==> src/rtl/mac_operand_sequencer.sv <==
// mac_operand_sequencer: FIFO-buffered operand feeder running N-pair dot-product jobs on a MAC core
module mac_operand_sequencer #(
  parameter int DEPTH = 8,
  parameter int LEN_W = 8
) (
  input  logic                           clk,
  input  logic                           rst,
  input  logic                           push_valid,
  input  logic [15:0]                    push_a,
  input  logic [15:0]                    push_b,
  output logic                           push_ready,
  input  logic [LEN_W-1:0]               cfg_len,
  input  logic                           cfg_go,
  input  logic                           abort,
  input  logic                           done_clr,
  output logic                           mac_clear,
  output logic                           mac_start,
  output logic [15:0]                    mac_a,
  output logic [15:0]                    mac_b,
  input  logic                           mac_busy,
  input  logic                           mac_ack,
  output logic [$clog2(DEPTH+1)-1:0]     fifo_count,
  output logic [LEN_W-1:0]               remaining,
  output logic                           run_busy,
  output logic                           run_done,
  output logic                           irq
);
  localparam int AW = $clog2(DEPTH);
  localparam int CW = $clog2(DEPTH+1);
  typedef enum logic [1:0] {IDLE, CLEAR, ISSUE, WAIT} state_t;
  state_t state, state_nxt;
  logic [31:0] mem [DEPTH];
  logic [AW-1:0] wr_ptr, rd_ptr;
  logic abort_run, push_ok, pop, go, go_run, ack_ok, last;
  assign push_ready = fifo_count < CW'(DEPTH);
  assign abort_run = abort && state != IDLE;
  assign push_ok = push_valid && push_ready && !abort;
  assign pop = state == ISSUE && fifo_count != '0 && !mac_busy && !abort;
  assign go = state == IDLE && cfg_go;
  assign go_run = go && cfg_len != '0;
  assign ack_ok = state == WAIT && mac_ack && !abort;
  assign last = ack_ok && remaining == LEN_W'(1);
  assign mac_clear = state == CLEAR;
  assign run_busy = state != IDLE;
  assign irq = run_done;
  always_comb begin
    state_nxt = abort_run ? IDLE :
                go_run ? CLEAR :
                state == CLEAR ? ISSUE :
                pop ? WAIT :
                ack_ok ? (last ? IDLE : ISSUE) : state;
  end
  always_ff @(posedge clk) begin
    if (rst) state <= IDLE;
    else state <= state_nxt;
  end
  always_ff @(posedge clk) begin
    if (push_ok) mem[wr_ptr] <= {push_a, push_b};
  end
  always_ff @(posedge clk) begin
    if (rst) begin
      wr_ptr     <= '0;
      rd_ptr     <= '0;
      fifo_count <= '0;
      remaining  <= '0;
      mac_a      <= '0;
      mac_b      <= '0;
      mac_start  <= 1'b0;
      run_done   <= 1'b0;
    end else begin
      wr_ptr     <= abort ? '0 : wr_ptr + AW'(push_ok);
      rd_ptr     <= abort ? '0 : rd_ptr + AW'(pop);
      fifo_count <= abort ? '0 : fifo_count + CW'(push_ok) - CW'(pop);
      remaining  <= abort_run ? '0 : go_run ? cfg_len : ack_ok ? remaining - LEN_W'(1) : remaining;
      mac_start  <= pop;
      if (pop) {mac_a, mac_b} <= mem[rd_ptr];
      run_done   <= (last || (go && cfg_len == '0)) ? 1'b1 : (done_clr || go) ? 1'b0 : run_done;
    end
  end
endmodule

==> config.mk <==
export PLATFORM = sky130hd
export DESIGN_NAME = mac_operand_sequencer
export DESIGN_NICKNAME = d
export VERILOG_FILES = /design/src/rtl/mac_operand_sequencer.sv
export SDC_FILE = /design/constraint.sdc
export NUM_CORES = 1
export LEC_CHECK = 0
export CORE_ASPECT_RATIO = 1.25
export CORE_MARGIN = 5
export CORE_UTILIZATION = 50
export DETAILED_ROUTE_END_ITERATION = 10
export GPL_TIMING_DRIVEN = 0
export HOLD_SLACK_MARGIN = 0.05
export MAX_ROUTING_LAYER = met4
export PLACE_DENSITY = 0.82
export SLEW_MARGIN = 10
export SYNTH_ARGS = -nofsm -noshare
export SYNTH_HDL_FRONTEND = slang
export SYNTH_SLANG_ARGS = --single-unit
==> constraint.sdc <==
create_clock -name clk -period 9.45 [get_ports clk]
set_input_delay 1.4175 -clock clk [delete_from_list [all_inputs] [get_ports clk]]
set_output_delay 1.4175 -clock clk [all_outputs]
set_load 0.01 [all_outputs]
==> metrics.md, run 1 <==
| Metric | Value |
|---|---|
| First-pass GRT wire length | `39,400 microns` |
| Initial core utilization | `50.7%` |
| GPL Wtd Cong | `0.871` |
| # port buffers | `96` |
| Most used cell along the critical path | `buf_6` |
| Total Routed Length | `25,400 microns` |
| CP max stage delay | `0.59 ns` |
| LEAKAGE | `4.55 nW` |
| Status | `finished, final reports clean` |
| CP Class | `input pin to register` |
| GRT Util Overall | `19.9%` |
| TritonCTS clock tree | `yes` |
| Clock Power Share | `42.6%` |
| Clock buffer depth | `3` |
| Max Cap Violations | `0` |
| Register bit total from synthesis | `310` |
| Largest net degree at the start of global routing | `23` |
| Via density | `5.94` |
| NetSw | `541 uW` |
| Final Cycle Share | `40.5%` |
| Syn Nets | `673` |
| Sw Ratio | `19.4%` |
| Ys async rst share | `0%` |
| WP data required | `9.70 ns` |
| Post-CTS Hold Fix Bufs | `0` |
| Layout cell share with drive strength beyond 1 | `21.3%` |
| Worst rel slew slack | `36.4%` |
| Hold_sp | `mac_a[2]$_SDFFE_PP0P_` |
| Synthesized area per cell | `19.0 sq um` |
| VDD IR-drop max | `0.126 mV` |
| # IOs | `98` |
| Post-place setup slack | `5.14 ns` |
| Minimum clock period | `3.83 ns` |
| PostCTS Resize Cnt | `0` |
| DIE AREA | `26,400 sq um` |
| Hold Path End | `mac_a[2]$_SDFFE_PP0P_` |
| Seq/Total Area, Yosys | `75.4%` |
| Vias | `6,316` |
| Worst-case clock skew | `0.0122 ns` |
| Power Dens Cells | `196 nW/um^2` |
| R2R setup slack | `6.76 ns` |
| Worst skew pair latency | `0.54 ns` |
| Multi-input gate area | `2710 sq um` |
| Worst hold margin | `0.491 ns` |
| Sequential cell area | `8770 sq um` |
| Post-synth cell types | `43` |
| Critical Path Source Type | `input pin` |
| Std cell rows | `62` |
| WP buf/inv | `4` |
| Sequential share of power | `53.9%` |
| RSZ-0062 raised after global routing | `false` |
| CTS Root Cell | `clkbuf_16` |
| Fill cells | `1,578` |
| Slew Viols, Final | `0` |
| EDFF count, synth | `256` |
| Crit-path leading delay family | `simple AND/OR/NAND/NOR gates` |
| Crit path max-delay cell type | `nor3_2` |
| Total grt overflow | `0` |
| ANT nets after route | `0` |
| Internal power | `2.24 mW` |
| Critical-path cell list | `clkdlybuf4s50_1, nor3b_1, nand2_1, nor3_2, buf_6, buf_4, buf_6` |
| Clock slew at reported path FFs | `0.06 ns` |
| Logic pwr share | `3.5%` |
| Cells after Synth | `613` |
| Total Power | `2.78 mW` |
| Die Ht | `181 microns` |
| R2r endpoint | `fifo_count[2]$_SDFF_PP0_` |
| DRC Markers | `0` |
| Postcts setup bufs | `0` |
| Detailed Place HPWL | `15,700 microns` |
| Most frequent cells in the layout | `256 x edfxtp_1, 96 x clkdlybuf4s50_1, 64 x mux4_2, 54 x dfxtp_1, 46 x nor2_1` |
| Hold Path Stages | `2` |
| Chip width | `146 microns` |
| Mapped Area | `11,600 sq um` |
| Final hold violations | `0` |
| TritonRoute pass-1 iters | `6` |
| Worst EP arrival | `4.08 ns` |
| Clk sinks | `310` |
| Main synth FF type | `edfxtp_1` |
| # setup viols final | `0` |
| Critical path fanouts, max | `8` |
| YS warnings | `0` |
| Setup TNS Final | `0 ns` |
| Final setup margin | `5.62 ns` |
| Worst reg2reg path depth | `11` |
| H-tree depth | `1` |
| Wire per inst | `23.8 microns` |
| Initial drt markers | `624` |
| Most common cell after layout, fill and taps aside | `edfxtp_1` |
| Hold WC Path Type | `register to register` |
| CTS Buf Count | `29` |
| Vias in the first global route | `6,663` |
| Core area | `23,000 sq um` |
| Worst slew pin tran | `0.949 ns` |
| Final Util | `61.9%` |
| RR Startpoint | `state[1]$_SDFFE_PP0P_` |
| Initial antenna violation count | `1` |
| CP Capture Type | `register` |
| Final nets | `813` |
| Area delta synth->final | `22.2%` |
| Max Fclk | `261 MHz` |
## worst reg2reg max path: cells and delay by family (launching register included)
family,cells,cell delay [ns]
flops,1,0.45
xor+xnor,1,0.14
buf+inv,4,0.58
simple gates,3,0.62
fa+ha+maj,3,0.82
## power groups by stage
stage	Sequential (mW)	Combinational [mW]	Clock, mW
after detailed placement	1.53	0.0966	0
final	1.50	0.0977	1.19
after floorplan	1.53	0.0372	0
after CTS	1.50	0.0977	1.20
after global placement	1.53	0.0910	0
after global routing	1.50	0.106	1.27
## final cells by class
cell class              count  area share (%)
plain buffers              31            1.21
diodes                      1          0.0176
flip-flops and latches    310            61.7
clock buffers              38            5.63
well taps                 288            2.54
repair buffers            109            8.29
multi-input cells         262            19.1
inverters                  10           0.264
clock inverters            15            1.29
## flip-flops by register name, indices dropped and copies added, names as in the netlist
name / cells
fifo_count: 4
mem: 256
wr_ptr: 3
remaining: 8
state: 2
rd_ptr: 3
mac_b: 16
irq: 1
mac_a: 16
mac_start: 1
## per-stage QoR
| stage | std cells | instance area (sq um) |
|---|---|---|
| 3_3_place_gp | 997 | 13000 |
| 3_5_place_dp | 1010 | 13200 |
| 5_1_grt | 1064 | 14200 |
| 4_1_cts | 1063 | 14200 |
| 2_1_floorplan | 613 | 11600 |
| 6_report | 1064 | 14200 |
## synthesized netlist by cell type (all sizes together), types with 3 or more instances
master | instances | area, sq um
a211oi | 4 | 40.0
a21oi | 6 | 30.0
a22oi | 3 | 22.5
and2 | 6 | 37.5
buf | 25 | 149
clkbuf | 6 | 22.5
dfxtp | 54 | 1080
edfxtp | 256 | 7690
ha | 11 | 138
inv | 10 | 37.5
mux4 | 64 | 1440
nand2 | 5 | 18.8
nand2b | 3 | 18.8
nand3 | 6 | 30.0
nor2 | 52 | 195
nor3 | 36 | 180
o22ai | 32 | 200
xnor2 | 4 | 35.0
xor2 | 5 | 43.8
## per-layer routing
layer  share of wire (%)  track usage, %
met4                 2.7            5.61
met2                  52            33.9
met1                  38            24.7
met3                 7.2            3.35
met5                   0               -
## cells by family after synthesis
| family | count (synthesis) | share of synthesized area [%] |
|---|---|---|
| DFF | 310 | 75.4 |
| muxes | 64 | 12.4 |
| and+or+nand+nor | 125 | 5.40 |
| buffers and inverters | 41 | 1.80 |
| AOI/OAI and AO/OA | 52 | 3.01 |
| xor gates and xnor gates | 9 | 0.678 |
| adders and majority gates | 12 | 1.36 |
## worst max-delay path by stage
| stage | cells past startpoint | endpoint | from | slack [ns] |
|---|---|---|---|---|
| 3_3_place_gp | 4 | mem[0][0]$_DFFE_PP_ | abort | 2.00 |
| 3_5_place_dp | 5 | mem[0][1]$_DFFE_PP_ | abort | 5.14 |
| 2_1_floorplan | 3 | mem[0][0]$_DFFE_PP_ | abort | 4.85 |
| 6_report | 7 | mem[1][19]$_DFFE_PP_ | abort | 5.62 |
| 5_1_grt | 5 | mem[0][0]$_DFFE_PP_ | abort | 5.45 |
| 4_1_cts | 7 | mem[1][18]$_DFFE_PP_ | abort | 5.64 |
(Power assumes the default switching activity.)
==> run 2, diff against run 1 <==
--- a/config.mk
+++ b/config.mk
@@ -12,7 +12,7 @@
 export GPL_TIMING_DRIVEN = 0
 export HOLD_SLACK_MARGIN = 0.05
 export MAX_ROUTING_LAYER = met4
-export PLACE_DENSITY = 0.82
+export PLACE_DENSITY = 0.85
 export SLEW_MARGIN = 10
 export SYNTH_ARGS = -nofsm -noshare
 export SYNTH_HDL_FRONTEND = slang
==> constraint.sdc (replaced) <==
create_clock -name clk -period 3.47 [get_ports clk]
set_input_delay 0.5205 -clock clk [delete_from_list [all_inputs] [get_ports clk]]
set_output_delay 0.5205 -clock clk [all_outputs]
set_load 0.01 [all_outputs]
==> run 2 against run 1 <==
  * Via count shrank 0.51%
  * Register-to-register slack worse by 5.9 ns
  * Clock skew up 0.0019 ns
  * Clock-buffer cell count shrank 5
  * Design area hardly changed
  * Sequential cell count unchanged
  * Critical endpoint is now mem[1][30]$_DFFE_PP_
  * Global-route usage hardly changed
==> metrics.md, run 2 (synthesized netlist as in run 1, its figures left out) <==
| Metric | Value |
|---|---|
| CP Class | `input pin to register` |
| H-tree depth | `1 (unchanged)` |
| Via density | `5.92 (-0.23%)` |
| Fill cells | `1,577 (-0.063%)` |
| Final nets | `810 (-0.37%)` |
| Clock slew at reported path FFs | `0.06 ns (about the same)` |
| Final Cycle Share | `80.2%` |
| RR Startpoint | `fifo_count[2]$_SDFF_PP0_` |
| WP data required | `3.72 ns (-5.98 ns)` |
| RSZ-0062 raised after global routing | `false` |
| Layout cell share with drive strength beyond 1 | `21.1% (-0.18 points)` |
| CP Capture Type | `register` |
| LEAKAGE | `4.52 nW (-0.68%)` |
| Initial drt markers | `637 (+2.1%)` |
| Initial core utilization | `50.7% (unchanged)` |
| CTS Buf Count | `28 (-3.4%)` |
| Status | `finished, final reports clean` |
| Total grt overflow | `0 (unchanged)` |
| Postcts setup bufs | `0 (unchanged)` |
| DIE AREA | `26,400 sq um (unchanged)` |
| Largest net degree at the start of global routing | `21 (-8.7%)` |
| # IOs | `98 (unchanged)` |
| Power Dens Cells | `528 nW/um^2 (+170%)` |
| Max reg flops | `256 (unchanged)` |
| Post-CTS Hold Fix Bufs | `0 (unchanged)` |
| Hold Path Stages | `2 (unchanged)` |
| R2r endpoint | `fifo_count[2]$_SDFF_PP0_` |
| Worst EP arrival | `3.03 ns (-1.05 ns)` |
| Die Ht | `181 microns (unchanged)` |
| VDD IR-drop max | `0.383 mV (+200%)` |
| Biggest regs | `mem x256, mac_a x16, mac_b x16` |
| Final hold violations | `0 (unchanged)` |
| CTS Root Cell | `clkbuf_16` |
| Hold Path End | `mac_a[12]$_SDFFE_PP0P_` |
| TritonRoute pass-1 iters | `5 (-1)` |
| First-pass GRT wire length | `39,400 microns (unchanged)` |
| TritonCTS clock tree | `yes` |
| Clock buffer depth | `3 (unchanged)` |
| Max Fclk | `360 MHz` |
| Vias | `6,284 (-0.51%)` |
| GPL Wtd Cong | `0.894 (+2.7%)` |
| Most common cell after layout, fill and taps aside | `edfxtp_1` |
| Std cell rows | `62 (unchanged)` |
| PostCTS Resize Cnt | `0 (unchanged)` |
| R2R setup slack | `0.82 ns (-5.94 ns)` |
| Area delta synth->final | `22.3% (about the same)` |
| Detailed Place HPWL | `16,200 microns (+3.2%)` |
| DRC Markers | `0 (unchanged)` |
| Most frequent cells in the layout | `256 x edfxtp_1, 96 x clkdlybuf4s50_1, 64 x mux4_2, 54 x dfxtp_1, 46 x nor2_1` |
| Slew Viols, Final | `0 (unchanged)` |
| Wire per inst | `24.2 microns (+1.4%)` |
| Core area | `23,000 sq um (unchanged)` |
| Critical Path Source Type | `input pin` |
| Worst rel slew slack | `44.0% (+7.6 points)` |
| Hold WC Path Type | `register to register` |
| GRT Util Overall | `19.9% (+0.041 points)` |
| Biggest register | `mem` |
| # setup viols final | `0 (unchanged)` |
| Max Cap Violations | `0 (unchanged)` |
| Chip width | `146 microns (unchanged)` |
| Setup TNS Final | `0 ns (unchanged)` |
| # port buffers | `96 (unchanged)` |
| Total Routed Length | `25,600 microns (+1.1%)` |
| Worst skew pair latency | `0.54 ns (about the same)` |
| Hold_sp | `mac_a[12]$_SDFFE_PP0P_` |
| ANT nets after route | `0 (unchanged)` |
| Worst-case clock skew | `0.0140 ns (+0.00188 ns)` |
| Vias in the first global route | `6,657 (-0.090%)` |
| Critical path fanouts, max | `12 (+4)` |
| Minimum clock period | `2.78 ns` |
| Design area | `14,200 sq um (about the same)` |
| Clk sinks | `310 (unchanged)` |
| Worst reg2reg path depth | `13 (+2)` |
| Worst slew pin tran | `0.840 ns (-0.109 ns)` |
| Initial antenna violation count | `1 (unchanged)` |
| DP Area | `13,300 sq um (+0.34%)` |
-- run 2: changes by cell type in the layout (fill, tap and decap cells not counted), moves of 2 or more --
cell / before / now
clkinvlp_4: 1 / 3
buf_8: 0 / 3
buf_6: 3 / 1
nor3_2: 2 / 0
buf_4: 12 / 7
clkbuf_8: 4 / 0
nor3_4: 0 / 2
-- run 2: area by class of cell --
cell class | count | area [sq um] | area share (%)
antenna | 1 | 2.50 | 0.0176
clock buffer | 33 | 741 | 5.21
timing repair buffer | 107 | 1210 | 8.52
clock inverter | 19 | 208 | 1.46
sequential | 310 | 8770 | 61.6
buffer | 31 | 171 | 1.21
multi-input combinational | 262 | 2720 | 19.2
inverter | 10 | 37.5 | 0.264
tap | 288 | 360 | 2.53
-- run 2: metrics by stage --
stage               setup slack (ns)  util, %  hold WS (ns)  power (mW)  cells
floorplan                      0.621        -         0.488        4.27    613
global placement               -1.56     56.5         0.475        4.41    997
detailed placement             0.134     57.8         0.479        4.43   1008
CTS                            0.682     61.9         0.492        7.55   1060
global route                   0.511     61.9         0.522        7.74   1061
finish                         0.689     61.9         0.491        7.50   1061
-- run 2: power by group --
group	internal (mW)	leakage [nW]	switching (mW)
clock network	1.83	0.458	1.32
logic	0.134	1.31	0.137
registers	4.06	2.75	0.0241
-- run 2: per-layer routing --
layer | up-vias | GRT usage (%) | share of wire [%]
met2 | 287 | 33.6 | 52
met5 | - | - | 0
met3 | 56 | 4.70 | 7.9
li1 | 2734 | - | -
met4 | 0 | 5.76 | 2.6
met1 | 3207 | 24.1 | 38
-- run 2: how the worst max path moves through the flow --
stage	startpoint	endpoint	slack (ns)	cells past startpoint
finish	abort	mem[1][30]$_DFFE_PP_	0.69	7
global route	abort	mem[1][26]$_DFFE_PP_	0.51	7
CTS	abort	mem[1][28]$_DFFE_PP_	0.68	7
detailed placement	abort	mem[1][29]$_DFFE_PP_	0.13	7
global placement	abort	mem[3][29]$_DFFE_PP_	-1.56	4
floorplan	abort	mem[4][0]$_DFFE_PP_	0.62	3
-- run 2: critical path, cell delays in order --
cell	delay [ns]
clkdlybuf4s50_1	0.54
nor3b_1	0.53
nand2_1	0.37
nor3_4	0.50
buf_8	0.23
buf_8	0.16
buf_16	0.16
